[src/rtl/vr_mdu_pkg.sv]
// Shared definitions for the iterative RV32M multiply/divide unit.
// Holds the funct3 encodings, the FSM state type and small decode helpers
// used by vr_muldiv_unit and its testbench.
package vr_mdu_pkg;

    localparam logic [2:0] MDU_MUL    = 3'b000;
    localparam logic [2:0] MDU_MULH   = 3'b001;
    localparam logic [2:0] MDU_MULHSU = 3'b010;
    localparam logic [2:0] MDU_MULHU  = 3'b011;
    localparam logic [2:0] MDU_DIV    = 3'b100;
    localparam logic [2:0] MDU_DIVU   = 3'b101;
    localparam logic [2:0] MDU_REM    = 3'b110;
    localparam logic [2:0] MDU_REMU   = 3'b111;

    typedef enum logic [1:0] {
        IDLE = 2'd0,
        CALC = 2'd1,
        DONE = 2'd2
    } mdu_state_t;

    function automatic logic is_div(input logic [2:0] funct3);
        return funct3[2];
    endfunction

    // rs1 is treated as signed by every op except the fully unsigned ones.
    function automatic logic rs1_signed(input logic [2:0] funct3);
        return (funct3 != MDU_MULHU) && (funct3 != MDU_DIVU) && (funct3 != MDU_REMU);
    endfunction

    function automatic logic rs2_signed(input logic [2:0] funct3);
        return (funct3 == MDU_MUL) || (funct3 == MDU_MULH) ||
               (funct3 == MDU_DIV) || (funct3 == MDU_REM);
    endfunction

endpackage

[src/rtl/vr_muldiv_unit_if.sv]
// Request/response bundle between the execute stage and vr_muldiv_unit.
// master: issuing pipeline (drives IN_*, KILL, OUT_READY).
// slave : the unit (drives IN_READY, OUT_*, BUSY).
interface vr_muldiv_unit_if #(
    parameter int XLEN  = 32,
    parameter int TAG_W = 5
);
    logic             IN_VALID;
    logic             IN_READY;
    logic [2:0]       IN_FUNCT3;
    logic [XLEN-1:0]  IN_RS1;
    logic [XLEN-1:0]  IN_RS2;
    logic [TAG_W-1:0] IN_TAG;
    logic             KILL;
    logic             OUT_VALID;
    logic             OUT_READY;
    logic [XLEN-1:0]  OUT_RESULT;
    logic [TAG_W-1:0] OUT_TAG;
    logic             BUSY;

    modport master (
        output IN_VALID, IN_FUNCT3, IN_RS1, IN_RS2, IN_TAG, KILL, OUT_READY,
        input  IN_READY, OUT_VALID, OUT_RESULT, OUT_TAG, BUSY
    );

    modport slave (
        input  IN_VALID, IN_FUNCT3, IN_RS1, IN_RS2, IN_TAG, KILL, OUT_READY,
        output IN_READY, OUT_VALID, OUT_RESULT, OUT_TAG, BUSY
    );
endinterface

[src/rtl/vr_muldiv_step.sv]
// One iteration of the shared multiply/divide datapath (purely combinational).
// Ports:
//   div_mode : 1 = restoring divide step, 0 = shift-add multiply step
//   acc_in   : 2*XLEN accumulator {high, low}
//   operand  : multiplicand magnitude (multiply) or divisor magnitude (divide)
//   acc_out  : accumulator after this iteration
// Multiply: high half accumulates, the whole register shifts right, the
// multiplier is consumed from bit 0 of the low half.
// Divide: high half is the partial remainder, low half shifts the dividend
// out of its MSB and the quotient bits in at its LSB.
module vr_muldiv_step #(
    parameter int XLEN = 32
) (
    input  logic              div_mode,
    input  logic [2*XLEN-1:0] acc_in,
    input  logic [XLEN-1:0]   operand,
    output logic [2*XLEN-1:0] acc_out
);

    logic [XLEN:0]   sum;
    logic [XLEN:0]   shifted;
    logic [XLEN-1:0] diff;
    logic            fits;

    always_comb begin
        sum     = {1'b0, acc_in[2*XLEN-1:XLEN]} + (acc_in[0] ? {1'b0, operand} : '0);
        shifted = acc_in[2*XLEN-1:XLEN-1];
        fits    = (shifted >= {1'b0, operand});
        // When the subtraction fits, the true difference is below the divisor,
        // so the low XLEN bits of the modular difference are exact.
        diff    = shifted[XLEN-1:0] - operand;

        if (div_mode) begin
            if (fits) begin
                acc_out = {diff, acc_in[XLEN-2:0], 1'b1};
            end else begin
                acc_out = {shifted[XLEN-1:0], acc_in[XLEN-2:0], 1'b0};
            end
        end else begin
            acc_out = {sum, acc_in[XLEN-1:1]};
        end
    end

endmodule

[src/rtl/vr_muldiv_unit.sv]
// Iterative RV32M multiply/divide unit, one result bit per cycle.
// Ports:
//   CLK, RST : clock and synchronous active-high reset
//   bus      : slave side of vr_muldiv_unit_if (request, kill, response, busy)
// Operands are converted to magnitudes at acceptance, XLEN iterations run in
// CALC, and the sign fix-up is applied when the last iteration is written to
// the output register. Divide-by-zero and signed overflow skip iteration.
module vr_muldiv_unit
    import vr_mdu_pkg::*;
#(
    parameter int XLEN  = 32,
    parameter int TAG_W = 5
) (
    input  logic           CLK,
    input  logic           RST,
    vr_muldiv_unit_if.slave bus
);

    localparam int CNT_W = $clog2(XLEN);
    localparam logic [XLEN-1:0] MIN_NEG = {1'b1, {(XLEN-1){1'b0}}};

    mdu_state_t state, state_nxt;

    logic [2*XLEN-1:0] acc;
    logic [2*XLEN-1:0] step_out;
    logic [XLEN-1:0]   op_b;
    logic [2:0]        funct3_q;
    logic [TAG_W-1:0]  tag_q;
    logic              neg_q;
    logic              fast_q;
    logic [CNT_W-1:0]  count;
    logic [XLEN-1:0]   result;
    logic [TAG_W-1:0]  out_tag;

    logic              accept;
    logic              last;
    logic              sign1, sign2;
    logic [XLEN-1:0]   mag1, mag2;
    logic              div_zero, overflow, fast;
    logic [XLEN-1:0]   fast_val;
    logic              neg;
    logic [2*XLEN-1:0] prod;
    logic [XLEN-1:0]   quo, rem;
    logic [XLEN-1:0]   final_res;

    // Accept-time decode of the raw request.
    always_comb begin
        sign1    = rs1_signed(bus.IN_FUNCT3) & bus.IN_RS1[XLEN-1];
        sign2    = rs2_signed(bus.IN_FUNCT3) & bus.IN_RS2[XLEN-1];
        mag1     = sign1 ? -bus.IN_RS1 : bus.IN_RS1;
        mag2     = sign2 ? -bus.IN_RS2 : bus.IN_RS2;
        div_zero = is_div(bus.IN_FUNCT3) && (bus.IN_RS2 == '0);
        overflow = ((bus.IN_FUNCT3 == MDU_DIV) || (bus.IN_FUNCT3 == MDU_REM)) &&
                   (bus.IN_RS1 == MIN_NEG) && (bus.IN_RS2 == '1);
        fast     = div_zero || overflow;
        // funct3[1] separates remainder ops from quotient ops.
        if (div_zero) begin
            fast_val = bus.IN_FUNCT3[1] ? bus.IN_RS1 : '1;
        end else begin
            fast_val = bus.IN_FUNCT3[1] ? '0 : bus.IN_RS1;
        end
        neg = (is_div(bus.IN_FUNCT3) && bus.IN_FUNCT3[1]) ? sign1 : (sign1 ^ sign2);
    end

    vr_muldiv_step #(.XLEN(XLEN)) u_step (
        .div_mode (is_div(funct3_q)),
        .acc_in   (acc),
        .operand  (op_b),
        .acc_out  (step_out)
    );

    assign last = (count == CNT_W'(XLEN - 1));

    // Sign fix-up applied to the final iteration's output.
    always_comb begin
        prod = neg_q ? -step_out : step_out;
        quo  = step_out[XLEN-1:0];
        rem  = step_out[2*XLEN-1:XLEN];
        case (funct3_q)
            MDU_MUL:                        final_res = prod[XLEN-1:0];
            MDU_MULH, MDU_MULHSU, MDU_MULHU: final_res = prod[2*XLEN-1:XLEN];
            MDU_DIV, MDU_DIVU:              final_res = neg_q ? -quo : quo;
            default:                        final_res = neg_q ? -rem : rem;
        endcase
    end

    always_ff @(posedge CLK) begin
        if (RST) begin
            state <= IDLE;
        end else begin
            state <= state_nxt;
        end
    end

    always_comb begin
        state_nxt     = state;
        accept        = 1'b0;
        bus.IN_READY  = (state == IDLE);
        bus.OUT_VALID = (state == DONE);
        bus.BUSY      = (state != IDLE);
        case (state)
            IDLE: begin
                if (bus.IN_VALID && !bus.KILL) begin
                    accept    = 1'b1;
                    state_nxt = CALC;
                end
            end
            // Fast-path ops also pass through CALC for one cycle, which gives
            // OUT_VALID one edge after acceptance and a 3-cycle interval.
            CALC: begin
                if (fast_q || last) begin
                    state_nxt = DONE;
                end
            end
            DONE: begin
                if (bus.OUT_READY) begin
                    state_nxt = IDLE;
                end
            end
            default: state_nxt = IDLE;
        endcase
        if (bus.KILL) begin
            state_nxt = IDLE;
        end
    end

    always_ff @(posedge CLK) begin
        if (RST) begin
            acc      <= '0;
            op_b     <= '0;
            funct3_q <= '0;
            tag_q    <= '0;
            neg_q    <= 1'b0;
            fast_q   <= 1'b0;
            count    <= '0;
            result   <= '0;
            out_tag  <= '0;
        end else if (accept) begin
            // A fast-path value is parked in the low half of the accumulator.
            acc      <= {{XLEN{1'b0}}, (fast ? fast_val : mag1)};
            op_b     <= mag2;
            funct3_q <= bus.IN_FUNCT3;
            tag_q    <= bus.IN_TAG;
            neg_q    <= neg;
            fast_q   <= fast;
            count    <= '0;
        end else if (state == CALC && !bus.KILL) begin
            if (fast_q) begin
                result  <= acc[XLEN-1:0];
                out_tag <= tag_q;
            end else begin
                acc   <= step_out;
                count <= count + 1'b1;
                if (last) begin
                    result  <= final_res;
                    out_tag <= tag_q;
                end
            end
        end
    end

    assign bus.OUT_RESULT = result;
    assign bus.OUT_TAG    = out_tag;

endmodule
[src/flat_wrapper.sv]
// flat-port wrapper written by rule: the top's interface ports become plain ports
module vr_muldiv_unit_flat import vr_mdu_pkg::*;
#(
    parameter int XLEN  = 32,
    parameter int TAG_W = 5
)
  (CLK, RST, bus_IN_VALID, bus_IN_FUNCT3, bus_IN_RS1, bus_IN_RS2, bus_IN_TAG, bus_KILL, bus_OUT_READY, bus_IN_READY, bus_OUT_VALID, bus_OUT_RESULT, bus_OUT_TAG, bus_BUSY);
  vr_muldiv_unit_if #(.XLEN(XLEN), .TAG_W(TAG_W)) bus_i ();
  input  logic CLK;
  input  logic RST;
  input wire logic [$bits(bus_i.IN_VALID)-1:0] bus_IN_VALID;
  input wire logic [$bits(bus_i.IN_FUNCT3)-1:0] bus_IN_FUNCT3;
  input wire logic [$bits(bus_i.IN_RS1)-1:0] bus_IN_RS1;
  input wire logic [$bits(bus_i.IN_RS2)-1:0] bus_IN_RS2;
  input wire logic [$bits(bus_i.IN_TAG)-1:0] bus_IN_TAG;
  input wire logic [$bits(bus_i.KILL)-1:0] bus_KILL;
  input wire logic [$bits(bus_i.OUT_READY)-1:0] bus_OUT_READY;
  output wire logic [$bits(bus_i.IN_READY)-1:0] bus_IN_READY;
  output wire logic [$bits(bus_i.OUT_VALID)-1:0] bus_OUT_VALID;
  output wire logic [$bits(bus_i.OUT_RESULT)-1:0] bus_OUT_RESULT;
  output wire logic [$bits(bus_i.OUT_TAG)-1:0] bus_OUT_TAG;
  output wire logic [$bits(bus_i.BUSY)-1:0] bus_BUSY;
  assign bus_i.IN_VALID = bus_IN_VALID;
  assign bus_i.IN_FUNCT3 = bus_IN_FUNCT3;
  assign bus_i.IN_RS1 = bus_IN_RS1;
  assign bus_i.IN_RS2 = bus_IN_RS2;
  assign bus_i.IN_TAG = bus_IN_TAG;
  assign bus_i.KILL = bus_KILL;
  assign bus_i.OUT_READY = bus_OUT_READY;
  assign bus_IN_READY = bus_i.IN_READY;
  assign bus_OUT_VALID = bus_i.OUT_VALID;
  assign bus_OUT_RESULT = bus_i.OUT_RESULT;
  assign bus_OUT_TAG = bus_i.OUT_TAG;
  assign bus_BUSY = bus_i.BUSY;
  vr_muldiv_unit #(.XLEN(XLEN), .TAG_W(TAG_W)) u_core (.CLK(CLK), .RST(RST), .bus(bus_i));
endmodule
[config.mk]
export PLATFORM = sky130hd
export DESIGN_NAME = vr_muldiv_unit_flat
export DESIGN_NICKNAME = d
export VERILOG_FILES = /design/src/rtl/vr_mdu_pkg.sv /design/src/rtl/vr_muldiv_unit_if.sv /design/src/rtl/vr_muldiv_step.sv /design/src/rtl/vr_muldiv_unit.sv /design/src/flat_wrapper.sv
export SDC_FILE = /design/constraint.sdc
export NUM_CORES = 1
export LEC_CHECK = 0
export CAP_MARGIN = 20
export CORE_UTILIZATION = 41
export CTS_BUF_LIST = sky130_fd_sc_hd__clkbuf_4 sky130_fd_sc_hd__clkbuf_8 sky130_fd_sc_hd__clkbuf_16
export DETAILED_ROUTE_END_ITERATION = 6
export SLEW_MARGIN = 20
export SYNTH_ARGS = -nofsm -noshare
export SYNTH_HDL_FRONTEND = slang
export SYNTH_SLANG_ARGS = --single-unit
export TNS_END_PERCENT = 30
[constraint.sdc]
create_clock -name CLK -period 7.85 [get_ports CLK]
set_input_delay 1.9625 -clock CLK [delete_from_list [all_inputs] [get_ports CLK]]
set_output_delay 1.9625 -clock CLK [all_outputs]
set_load 0.03 [all_outputs]
==> summary.md, run 1 <==
TritonCTS built the clock tree. Post-CTS repair changed the size of 0 cells. Measured against its own limit, the worst slew margin works out to 26.90%. Measured along the x axis, the die boundary spans 196.5 um.

The sum of net half-perimeters after detailed placement came out at 47.78 mm. Actual transition at the worst max-transition pin: 1.097 ns. The total overflow reported by the global router is 0.

The logs give 117 for the number of primary I/O pins and 17 for the number of CTS-inserted buffers. Entering global routing, the biggest net connects 91 pins. After detailed routing, the total wire length is 63.16 mm. After synthesis the netlist holds a flip-flop and latch count of 150.

The first global-routing pass estimated 96.23 mm of wire. The die covers 0.03862 mm^2. For the effective utilization at floorplan, the log shows 41.98%. The share of the synthesized area in the top cell type works out to 19.35%. Port buffering added 116 buffers.

Clock-pin slew was measured on the worst setup and hold paths at 0.07 ns. The run finished with clean final reports. The category of the most critical setup path is reg -> reg. Setup violations remaining at the end of the flow were counted as 0.

The pre-antenna-repair detailed-routing pass consisted of 6 iterations. The tools report the peak supply drop as 0.0001530 V. Of all nets on the critical path, the largest fanout is 26.

Setup repair after global routing left no endpoint under its margin. The portion of the clock cycle consumed by the worst path in the final layout works out to 88.20%. The capture instance of the worst register-to-register path was u_core.bus.OUT_RESULT[28]. Count of maximum capacitance violations: 0. Counting flops with a built-in enable in the synthesized netlist gives 0.

The smallest clock period supported by the final layout is computed as 6.923 ns. The detailed router placed 17.41k vias in this run. The worst hold path stage count was 2; the maximum level of the CTS H-tree was 4.

The path with the worst hold slack has its endpoint at u_core.bus.OUT_RESULT[1]. The via count of the first global-routing pass is 15.83k, and the count of antenna diodes in the layout is 0. Counting every instance in the synthesized netlist gives 2201.

The proportion of synthesized flip-flops having asynchronous set or reset was 0%. Relative area change from synthesis to final layout: 13.48%. Summed over all instances, the cell type with the most area after synthesis is sky130_fd_sc_hd__dfxtp_1. DRC violation count after routing: 0. Global routing used 32.20% of the available tracks across all layers. The number of hold-slack violations in the final timing report is 0.

Ranked by instance count, the synthesized netlist is headed by 259 x sky130_fd_sc_hd__nand2_1, 226 x sky130_fd_sc_hd__a21oi_1, 219 x sky130_fd_sc_hd__nor2_1, 150 x sky130_fd_sc_hd__dfxtp_1, 139 x sky130_fd_sc_hd__o21ai_0. The number of slew-limit violations in the final report was 0. Row generation in the floorplan step produced 70 rows. Yosys instantiated no cell more often than sky130_fd_sc_hd__nand2_1.

The weighted congestion at the end of routability-driven global placement came out at 0.9842. The root buffer selected by CTS is sky130_fd_sc_hd__clkbuf_16. The tools report the count of nets after finishing as 2380.

Once detail routing completed, the nets flagged for antenna violations numbered 0. The final setup TNS is 0 ns, and the arrival time reported for the critical path endpoint is 7.25 ns. The layout has 3860 filler cells. Routed length per placed instance: 22.99 um. For the final standard cell utilization of the core, the log shows 47.63%. The cell leakage power is 6.449 nW, and the highest attainable clock frequency is 0.1444 GHz.

Commonest register cell after synthesis: sky130_fd_sc_hd__dfxtp_1. The deepest clock path buffer count is 2, and the data required time of the worst path is 8.18 ns. The average instance in the mapped netlist occupies 7.049 um^2.

Initial antenna violation count: 0. The cell area after technology mapping was 0.01551 mm^2. Dividing total power by cell area gives a power density of 143.0 mW/mm^2. In this run the worst hold path is classified as reg -> reg. Yosys attributes the largest share of cell area to sky130_fd_sc_hd__dfxtp_1 19%, sky130_fd_sc_hd__a21oi_1 7.3%, sky130_fd_sc_hd__nand2_1 6.3%. For the number of DRC violations after detailed-routing iteration 0, the log shows 2070. The number of setup buffers added after CTS is 0.

The logs give 0.01890 ns for the worst-case clock skew and 150 for the CTS sink count. The tools report the number of nets in the synthesized netlist as 2351. The tools report the beginning of the worst register-to-register path as u_core.op_b[1]. Count of hold buffers inserted by post-cts repair: 0. The floorplan step set the die height to 196.5 um. STA classifies the critical path endpoint as a flop. The share of post-route cells with drive strength above 1 works out to 7.222%.

The run gives 0.46 ns as the later-pin clock latency in the skew report. For flop-to-flop paths, the worst setup slack is 0.93 ns. STA classifies the critical path startpoint as a flop. After synthesis, the netlist uses 94 different library cells.

After detailed routing, the number of vias per cell comes to 6.338. The hold path startpoint was u_core.bus.OUT_RESULT[1]. After synthesis, flip-flops and latches occupy 19.35% of the total area.

In this run the standard cell core region covers 0.03696 mm^2. Yosys printed 0 warnings. Measured in cells, the most critical reg-to-reg path has a length of 21.
-- where the power goes --
part | total, W | switching (W) | internal [W]
clock network | 0.000822 | 0.000403 | 0.000419
logic | 0.000857 | 0.000545 | 0.000313
registers | 0.000838 | 0.0000495 | 0.000788
total | 0.00252 | 0.000997 | 0.00152
-- kinds of logic (layout without fill, tap and decap cells) --
group                    after synthesis  after routing  synth area share [%]
AO/OA/AOI/OAI                        741            741                 31.75
adder cells (fa/ha/maj)               73             73                 5.984
flip-flops                           150            150                 19.35
XOR/XNOR                             140            140                 7.903
AND/OR/NAND/NOR                      828            828                 25.77
multiplexers                          53             53                 3.613
buffers and inverters                216            258                 5.621
-- critical path, cell delays in order (launching register included) --
cell,delay [ns]
sky130_fd_sc_hd__dfxtp_1,0.37
sky130_fd_sc_hd__inv_1,0.09
sky130_fd_sc_hd__ha_1,0.30
sky130_fd_sc_hd__nor2b_1,0.15
sky130_fd_sc_hd__o2111ai_1,0.38
sky130_fd_sc_hd__a2111oi_4,0.19
sky130_fd_sc_hd__o31a_4,0.45
sky130_fd_sc_hd__nor2_4,0.66
sky130_fd_sc_hd__nand2_1,0.22
sky130_fd_sc_hd__o21ai_0,0.17
sky130_fd_sc_hd__ha_1,0.24
sky130_fd_sc_hd__o211ai_1,0.12
sky130_fd_sc_hd__o21bai_1,0.20
sky130_fd_sc_hd__or2_2,0.33
sky130_fd_sc_hd__or4_1,0.62
sky130_fd_sc_hd__or4_1,0.73
sky130_fd_sc_hd__o21a_1,0.28
sky130_fd_sc_hd__o41ai_1,0.58
sky130_fd_sc_hd__a21boi_1,0.27
sky130_fd_sc_hd__xnor2_1,0.09
sky130_fd_sc_hd__a221oi_1,0.25
sky130_fd_sc_hd__o32ai_1,0.10
-- flip-flops by register name (all words and copies together), names as in the netlist --
signal,cells
u_core.acc,64
u_core.bus.OUT_RESULT,32
u_core.op_b,32
u_core.bus.OUT_TAG,5
u_core.count,5
u_core.tag_q,5
u_core.funct3_q,3
u_core.state,2
u_core.fast_q,1
u_core.neg_q,1
-- through the flow --
stage	total power (W)	worst slack, ns	instances	cell area [um^2]	hold WS (ns)
2_1_floorplan	0.001407	1.807	2201	15510	0.4322
3_3_place_gp	0.001681	1.069	2713	17030	0.4396
3_5_place_dp	0.001684	0.9271	2714	17040	0.4423
4_1_cts	0.002498	1.033	2746	17590	0.4513
5_1_grt	0.002618	0.5670	2747	17610	0.4661
6_report	0.002517	0.9266	2747	17610	0.4518
-- per-layer routing --
| layer | part of all wire [%] | wire [um] | global-route usage [%] |
|---|---|---|---|
| met5 | 0 | 0 | 0 |
| met4 | 2.9 | 1858 | 10.68 |
| met3 | 9.2 | 5789 | 5.407 |
| met2 | 42 | 26480 | 47.32 |
| met1 | 46 | 29030 | 47.06 |
-- cells in the final DEF (no fill, tap or decap), types with 29 or more instances in the layout --
cell type                           n
sky130_fd_sc_hd__a211oi_1          59
sky130_fd_sc_hd__a21oi_1          226
sky130_fd_sc_hd__a221oi_1          30
sky130_fd_sc_hd__a31oi_1           33
sky130_fd_sc_hd__and2_1            45
sky130_fd_sc_hd__buf_4             44
sky130_fd_sc_hd__clkdlybuf4s50_1  115
sky130_fd_sc_hd__dfxtp_1          148
sky130_fd_sc_hd__ha_1              71
sky130_fd_sc_hd__inv_1             64
sky130_fd_sc_hd__mux2i_1           29
sky130_fd_sc_hd__nand2_1          258
sky130_fd_sc_hd__nand3_1           39
sky130_fd_sc_hd__nor2_1           217
sky130_fd_sc_hd__nor3_1            64
sky130_fd_sc_hd__o21ai_0          138
sky130_fd_sc_hd__o31ai_1           39
sky130_fd_sc_hd__or3_1             34
sky130_fd_sc_hd__xnor2_1           64
sky130_fd_sc_hd__xor2_1            76
-- worst max-delay path by stage --
stage / depth (start not counted) / to / start
6_report: 21 / u_core.bus.OUT_RESULT[28] / u_core.op_b[1]
5_1_grt: 21 / u_core.bus.OUT_RESULT[28] / u_core.op_b[6]
4_1_cts: 21 / u_core.bus.OUT_RESULT[28] / u_core.op_b[1]
3_5_place_dp: 16 / u_core.acc[13] / bus_IN_RS2[1]
3_3_place_gp: 17 / u_core.acc[20] / bus_IN_RS2[0]
2_1_floorplan: 24 / u_core.bus.OUT_RESULT[28] / u_core.funct3_q[2]
-- cell type report --
| cell class | count | area [um^2] | share of cell area, % |
|---|---|---|---|
| Inverter | 65 | 244.0 | 1.386 |
| Clock buffer | 17 | 425.4 | 2.416 |
| Clock inverter | 15 | 132.6 | 0.7533 |
| Sequential cell | 150 | 3008 | 17.08 |
| Multi-Input combinational cell | 1835 | 11670 | 66.31 |
| Tap cell | 504 | 630.6 | 3.582 |
| Timing Repair Buffer | 161 | 1491 | 8.471 |
No activity file was read; power rests on OpenSTA's default activity.
==> inputs of run 2 (changes only) <==
==> constraint.sdc (replaced) <==
create_clock -name CLK -period 6.1 [get_ports CLK]
set_input_delay 1.525 -clock CLK [delete_from_list [all_inputs] [get_ports CLK]]
set_output_delay 1.525 -clock CLK [all_outputs]
set_load 0.03 [all_outputs]
==> run 2 against run 1 <==
Net effect: critical path depth unchanged; via count up 3.1%; critical endpoint is now u_core.bus.OUT_RESULT[12]; critical path type unchanged; sequential share of layout area down 0.63 points.
==> summary.md, run 2 (same netlist as run 1, synthesis figures left out) <==
The tightest min-delay check is of the reg -> reg type. Most common cell after layout, fill and taps aside: sky130_fd_sc_hd__nand2_1. The weighted congestion at the end of routability-driven global placement is 1.013. The worst hold path begins at u_core.tag_q[0]. Before antenna repair, the detailed router went through 6 iterations. In this run the most used layer during global routing was met2. The sequential cell area in the final layout is 0.003008 mm^2. The cell count of the worst reg-to-reg path works out to 21. In the final layout, the share of cells above drive strength 1 is 10.82%. CTS built an H-tree with a depth of 4. Count of standard-cell rows: 70. The logs give 2 for the deepest clock path buffer count and 150 for the CTS sink count. The routed length per placed instance came out at 22.79 um. The tools report the final setup TNS as 0 ns. The beginning of the worst register-to-register path was u_core.op_b[16]. Buffers inserted to repair hold after CTS numbered 0.

The total chip power came out at 0.003317 W. The core region is 0.03696 mm^2. The startpoint of the most critical setup path was u_core.op_b[16]. The tools report the number of hold-slack violations in the final timing report as 0. The worst path uses 94.88% of the clock period. The peak supply drop was 0.0001789 V. The effective utilization at floorplan was 41.98%. TritonCTS built the clock tree.

The detailed router finished its first iteration with 2324 violations. The tools report the number of primary I/O pins as 117. After clock tree synthesis, the setup repair step added 0 buffers. The met2 usage was 48.45%. The tree is rooted in a sky130_fd_sc_hd__clkbuf_16. For the worst setup path, the data required time is 6.48 ns.

In the final layout, the multi-input gates occupy 0.01169 mm^2. The worst register-to-register path has a setup slack of 0.31 ns. The register with the most flip-flops in the layout has 64 of them. The register with the most flip-flops is u_core.acc. After detailed routing, the total wire length is 64.60 mm.

Setup repair after global routing left no endpoint under its margin. The final worst slack is 0.3121 ns. In the final design database the tool counted 2467 nets. The floorplan step set the die width to 196.5 um. The clock input transition at the sequential cells of the worst setup and hold paths was 0.06 ns; the number of slew-limit violations in the final report was 0. Using the TritonRoute via totals, the vias-per-cell ratio works out to 6.333. The tools report the total overflow reported by the global router as 0. For met1 alone, demand over resource in global routing was 47.58%. The logs give 0.2378 ns for the minimum setup slack after placement and 4 for the initial antenna violation count. Based on the critical path, the design can be clocked at up to 0.1728 GHz. The tightest slew margin relative to the limit was 27.51%. For the DRC violation count after routing, the log shows 0. The tools report the endpoint with the worst hold slack as u_core.bus.OUT_TAG[0]. The worst setup path is of the reg -> reg kind. The final period demand of the worst path came out at 5.788 ns.

The number of CTS-inserted buffers is 17. For the pin count of the biggest net entering global routing, the log shows 79. For this block, the via count after detailed routing is 17.95k. Measured along the y axis, the die boundary spans 196.5 um.

STA puts the critical path data arrival time at 6.17 ns. For this design the static power due to leakage is 6.875 nW. Clock skew on the completed layout was measured at 0.01512 ns. In this run the critical register-to-register path is captured at u_core.bus.OUT_RESULT[12]. The actual transition at the worst max-transition pin is 1.082 ns. From synthesis to final layout, the design area changed by 17.85%.

The critical-path maximum fanout is 5, and the via count of the first global-routing pass is 16.17k. The number of antenna-violating nets in the routed design is 0, and the later-pin clock latency in the skew report is 0.46 ns. The filler cells instantiated in the layout total 3861. The power density over the cells is 181.4 mW/mm^2. In the layout the commonest cells are 258 x sky130_fd_sc_hd__nand2_1, 226 x sky130_fd_sc_hd__a21oi_1, 217 x sky130_fd_sc_hd__nor2_1. The global-route usage over all layers is 33.07%, and the count of port buffers added during placement is 116. Once the clock tree was built, the resizer swapped 0 gates to a different size. Detailed placement ended at an HPWL of 49.92 mm. The flow ran to the end, and the final reports show no timing, DRC or antenna violations. Across the run, the number of max-cap violations was 0. Launching element type of the critical path: a flop. The global-route wire length before repair is 98.33 mm, and the full die area is 0.03862 mm^2.

The tools report the worst hold-check slack as 0.4516 ns. Setup violations remaining at the end of the flow were counted as 0. The met3 capacity usage during global routing was 6.639%. Endpoint class of the critical path: a flop. The worst hold path passes through 2 cells.
run 2: cell count changes in the layout (fill, tap and decap cells not counted), sizes merged:
cell	change
buf	+87
clkbuf	+4
clkinvlp	+1
clkinv	+3
diode	+1
bufinv	+1
inv	-9
run 2: stage by stage:
stage	area [um^2]	util [%]	cells
finish	18290	49.47	2835
floorplan	15510	-	2201
global placement	17690	47.87	2801
global route	18280	49.47	2834
detailed placement	17700	47.88	2802
CTS	18260	49.39	2834
run 2: worst max-delay path, stage by stage (launching register included):
cell	delay (ns)
sky130_fd_sc_hd__dfxtp_1	0.41
sky130_fd_sc_hd__inv_1	0.09
sky130_fd_sc_hd__ha_1	0.37
sky130_fd_sc_hd__a21o_1	0.25
sky130_fd_sc_hd__a31oi_4	0.25
sky130_fd_sc_hd__o211ai_2	0.23
sky130_fd_sc_hd__o31a_4	0.34
sky130_fd_sc_hd__nor2_4	0.09
sky130_fd_sc_hd__nand2_1	0.08
sky130_fd_sc_hd__o21ai_0	0.17
sky130_fd_sc_hd__ha_1	0.22
sky130_fd_sc_hd__o211ai_1	0.14
sky130_fd_sc_hd__o21bai_1	0.21
sky130_fd_sc_hd__or2_2	0.33
sky130_fd_sc_hd__or4_1	0.51
sky130_fd_sc_hd__or4_1	0.62
sky130_fd_sc_hd__or2_2	0.33
sky130_fd_sc_hd__o41a_1	0.33
sky130_fd_sc_hd__xnor2_1	0.13
sky130_fd_sc_hd__o22ai_1	0.25
sky130_fd_sc_hd__o221ai_1	0.19
sky130_fd_sc_hd__a21oi_1	0.18
run 2: worst max-delay path by stage:
stage	endpoint	slack [ns]	cells past startpoint
after global routing	u_core.bus.OUT_RESULT[14]	0.05	22
after global placement	u_core.acc[13]	0.35	16
final	u_core.bus.OUT_RESULT[12]	0.31	21
after floorplan	u_core.bus.OUT_RESULT[28]	0.06	24
after CTS	u_core.bus.OUT_RESULT[28]	0.26	22
after detailed placement	u_core.acc[13]	0.24	16
run 2: layout make-up:
class / count / area share [%]
multi-input cells: 1835 / 63.95
flip-flops and latches: 150 / 16.45
repair buffers: 248 / 11.74
well taps: 504 / 3.449
clock buffers: 21 / 2.491
inverters: 65 / 1.334
clock inverters: 11 / 0.5680
diodes: 1 / 0.01369
run 2: metal layers:
metal  vias up  routed length [um]
met3       109                6848
li1       8379                   -
met5         -                   0
met1      8479               28910
met2       987               26860
met4         0                1982
run 2: power by group:
part | switching [W] | internal [W]
clock | 0.000471 | 0.000580
sequential | 0.0000649 | 0.00102
combinational | 0.000733 | 0.000453
total | 0.00127 | 0.00205
==> RTL change: new RTL, settings of run 2 <==
Remove the case item `MDU_DIV, MDU_DIVU` of the case on `funct3_q`.
--- a/src/rtl/vr_muldiv_unit.sv
+++ b/src/rtl/vr_muldiv_unit.sv
@@ -80,5 +80,4 @@
             MDU_MUL:                        final_res = prod[XLEN-1:0];
             MDU_MULH, MDU_MULHSU, MDU_MULHU: final_res = prod[2*XLEN-1:XLEN];
-            MDU_DIV, MDU_DIVU:              final_res = neg_q ? -quo : quo;
             default:                        final_res = neg_q ? -rem : rem;
         endcase
Check against the original RTL: no difference found for any inputs over 4 cycles, from zero or initial values and one cycle with RST high; that may be too few to reach the edited logic, so the function may still have changed.
==> RTL change against run 2 <==
  * First-iteration DRC count down 12%
  * Critical path depth increased by 2
  * Sequential cell count is the same
  * Worst setup slack lost 0.027 ns
  * Cell count shrank 0.21%
  * Power rose by 4.3%
  * Cell area shrank 0.70%
  * Synthesized area up 1.4%
  * Core utilization down 1.4 points
  * Critical path type unchanged
  * Routed wire length increased by 2.3%
==> RTL change: results (changes against run 2) <==
| Metric | Value |
|---|---|
| Status | `complete, no violations (unchanged)` |
| Iter 0 DRT Violations | `2,043 (was 2,324)` |
| Post-synthesis sequential area ratio | `19.1% (was 19.4%)` |
| Global-route wire length before repair | `100,000 um (was 98,300 um)` |
| Commonest cells post-synth | `268 x nor2_1, 236 x a21oi_1, 217 x nand2_1 (was 259 x nand2_1, 226 x a21oi_1, 219 x nor2_1)` |
| Critical R2R Capture | `u_core.bus.OUT_RESULT[6] (was u_core.bus.OUT_RESULT[12])` |
| Number of global-route vias before repair | `16,500 (was 16,200)` |
| RePlAce Congestion | `1.00 (was 1.01)` |
| Critical path's largest stage delay | `0.52 ns (was 0.62 ns)` |
| Crit Reg-Reg Startpoint | `u_core.op_b[4] (was u_core.op_b[16])` |
| Hold path startpoint | `u_core.bus.OUT_RESULT[19] (was u_core.tag_q[0])` |
| Most used DFF post-synth | `dfxtp_1 (unchanged)` |
| Antenna Cells | `0 (was 1)` |
| Clock transition at path regs | `0.07 ns` |
| CTS buffer count | `17 (unchanged)` |
| Worst Path Max Fanout | `17 (was 5)` |
| Mapped Nets | `2,395 (was 2,351)` |
| Post-route ant nets | `0 (unchanged)` |
| Initial DRT Pass Iterations | `5 (was 6)` |
| YS warnings | `0 (unchanged)` |
| Vias | `18,000 (about the same)` |
| WHS Endpoint | `u_core.bus.OUT_RESULT[19] (was u_core.bus.OUT_TAG[0])` |
| Setup bufs post-CTS | `0 (unchanged)` |
| Synth top area cells | `dfxtp_1 19%, a21oi_1 7.5%, nor2_1 6.4% (was dfxtp_1 19%, a21oi_1 7.3%, nand2_1 6.3%)` |
| Max reg flops | `64 (unchanged)` |
| Share of post-route cells with drive strength above 1 | `7.81% (was 10.8%)` |
| Pin count of the biggest net entering global routing | `85 (was 79)` |
| Peak VDD IR | `0.145 mV (was 0.179 mV)` |
| Most flops, register | `u_core.acc (unchanged)` |
| Yosys cell types | `96 (was 94)` |
| Root Driver | `clkbuf_16 (unchanged)` |
| Async SR Flop Fraction | `0% (unchanged)` |
| PostCTS Resize Cnt | `0 (unchanged)` |
| Worst min path class | `flip-flop to flip-flop (unchanged)` |
| Htree depth | `4 (unchanged)` |
| Post-synth top area share | `19.1% (was 19.4%)` |
| R2r setup slk | `0.29 ns (was 0.31 ns)` |
| Port bufs | `116 (unchanged)` |
| Final nets | `2,455 (was 2,467)` |
| Worst reg2reg path depth | `23 (was 21)` |
| Initial antenna violation count | `1 (was 4)` |
| Hpwl dp | `50,900 um (was 49,900 um)` |
| Setup Skew | `0.0138 ns (was 0.0151 ns)` |
| Routed wire per std cell | `23.3 um (was 22.8 um)` |
| Leakage power | `6.64 nW (was 6.87 nW)` |
| Slowest CP cell | `a2111oi_0 (was or4_1)` |
| Relative max-transition margin | `29.2% (was 27.5%)` |
| GRT Overall Usage | `33.7% (was 33.1%)` |
## RTL change: changes by cell type after synthesis, sizes merged, moves of 8 or more
cell,change
a221o,+9
mux2,-14
a21oi,+11
nand4,+13
a221oi,-8
o21ai,+33
nor2,+49
or4,-13
xor2,-19
mux2i,+19
a311oi,+12
nand2,-40
xnor2,+8
inv,+11
## RTL change: cell families (layout without fill, tap and decap cells)
family / Yosys count / count (layout) / synth area share, %
multiplexers: 58 / 58 / 3.77
AO/OA/AOI/OAI: 775 / 775 / 33.0
AND/OR/NAND/NOR: 831 / 831 / 25.2
adder cells (fa/ha/maj): 73 / 73 / 5.90
buffers and inverters: 229 / 302 / 5.88
flip-flops: 150 / 150 / 19.1
XOR/XNOR: 129 / 129 / 7.18
## RTL change: through the flow
| step | cells | total power [mW] | instance area [um2] | setup slack [ns] | hold slack, ns |
|---|---|---|---|---|---|
| 6_report | 2829 | 3.46 | 18200 | 0.285 | 0.448 |
| 5_1_grt | 2829 | 3.60 | 18200 | 0.00747 | 0.471 |
| 4_1_cts | 2828 | 3.43 | 18100 | 0.363 | 0.451 |
| 3_5_place_dp | 2796 | 2.29 | 17500 | 0.285 | 0.441 |
| 3_3_place_gp | 2796 | 2.28 | 17500 | 0.347 | 0.438 |
| 2_1_floorplan | 2245 | 1.86 | 15700 | 0.259 | 0.432 |
## RTL change: routing by layer
metal | routed length (um) | up-vias | track usage [%]
met1 | 29200 | 8606 | 47.1
met5 | 0 | - | 0
met2 | 28600 | 851 | 50.7
met3 | 5930 | 123 | 6.20
met4 | 2300 | 0 | 13.4
li1 | - | 8430 | -
## RTL change: worst max path at each step
| stage | depth (start not counted) | endpoint | slack [ns] | startpoint |
|---|---|---|---|---|
| after global placement | 14 | u_core.acc[24] | 0.35 | bus_IN_RS2[2] |
| after floorplan | 26 | u_core.bus.OUT_RESULT[18] | 0.26 | u_core.funct3_q[2] |
| after CTS | 23 | u_core.bus.OUT_RESULT[6] | 0.36 | u_core.op_b[4] |
| final | 23 | u_core.bus.OUT_RESULT[6] | 0.29 | u_core.op_b[4] |
| after global routing | 23 | u_core.bus.OUT_RESULT[22] | 0.007 | u_core.op_b[4] |
| after detailed placement | 14 | u_core.acc[24] | 0.29 | bus_IN_RS2[2] |
## RTL change: final cells by class
cell class,instances,area [um2]
fillers,3951,19600
repair buffers,195,1780
clock buffers,17,425
inverters,75,282
well taps,511,639
clock inverters,15,180
multi-input cells,1866,11800
flip-flops and latches,150,3010
## RTL change: where the power goes
part           switching (mW)  total (mW)  internal (mW)
clock                   0.528        1.15          0.622
combinational           0.802        1.24          0.437
sequential             0.0569        1.07           1.02
total                    1.39        3.46           2.07
## RTL change: tightest hold or removal path: stages (launching register included)
cell,delay [ns]
dfxtp_1,0.31
nand2_1,0.05
o21ai_1,0.05
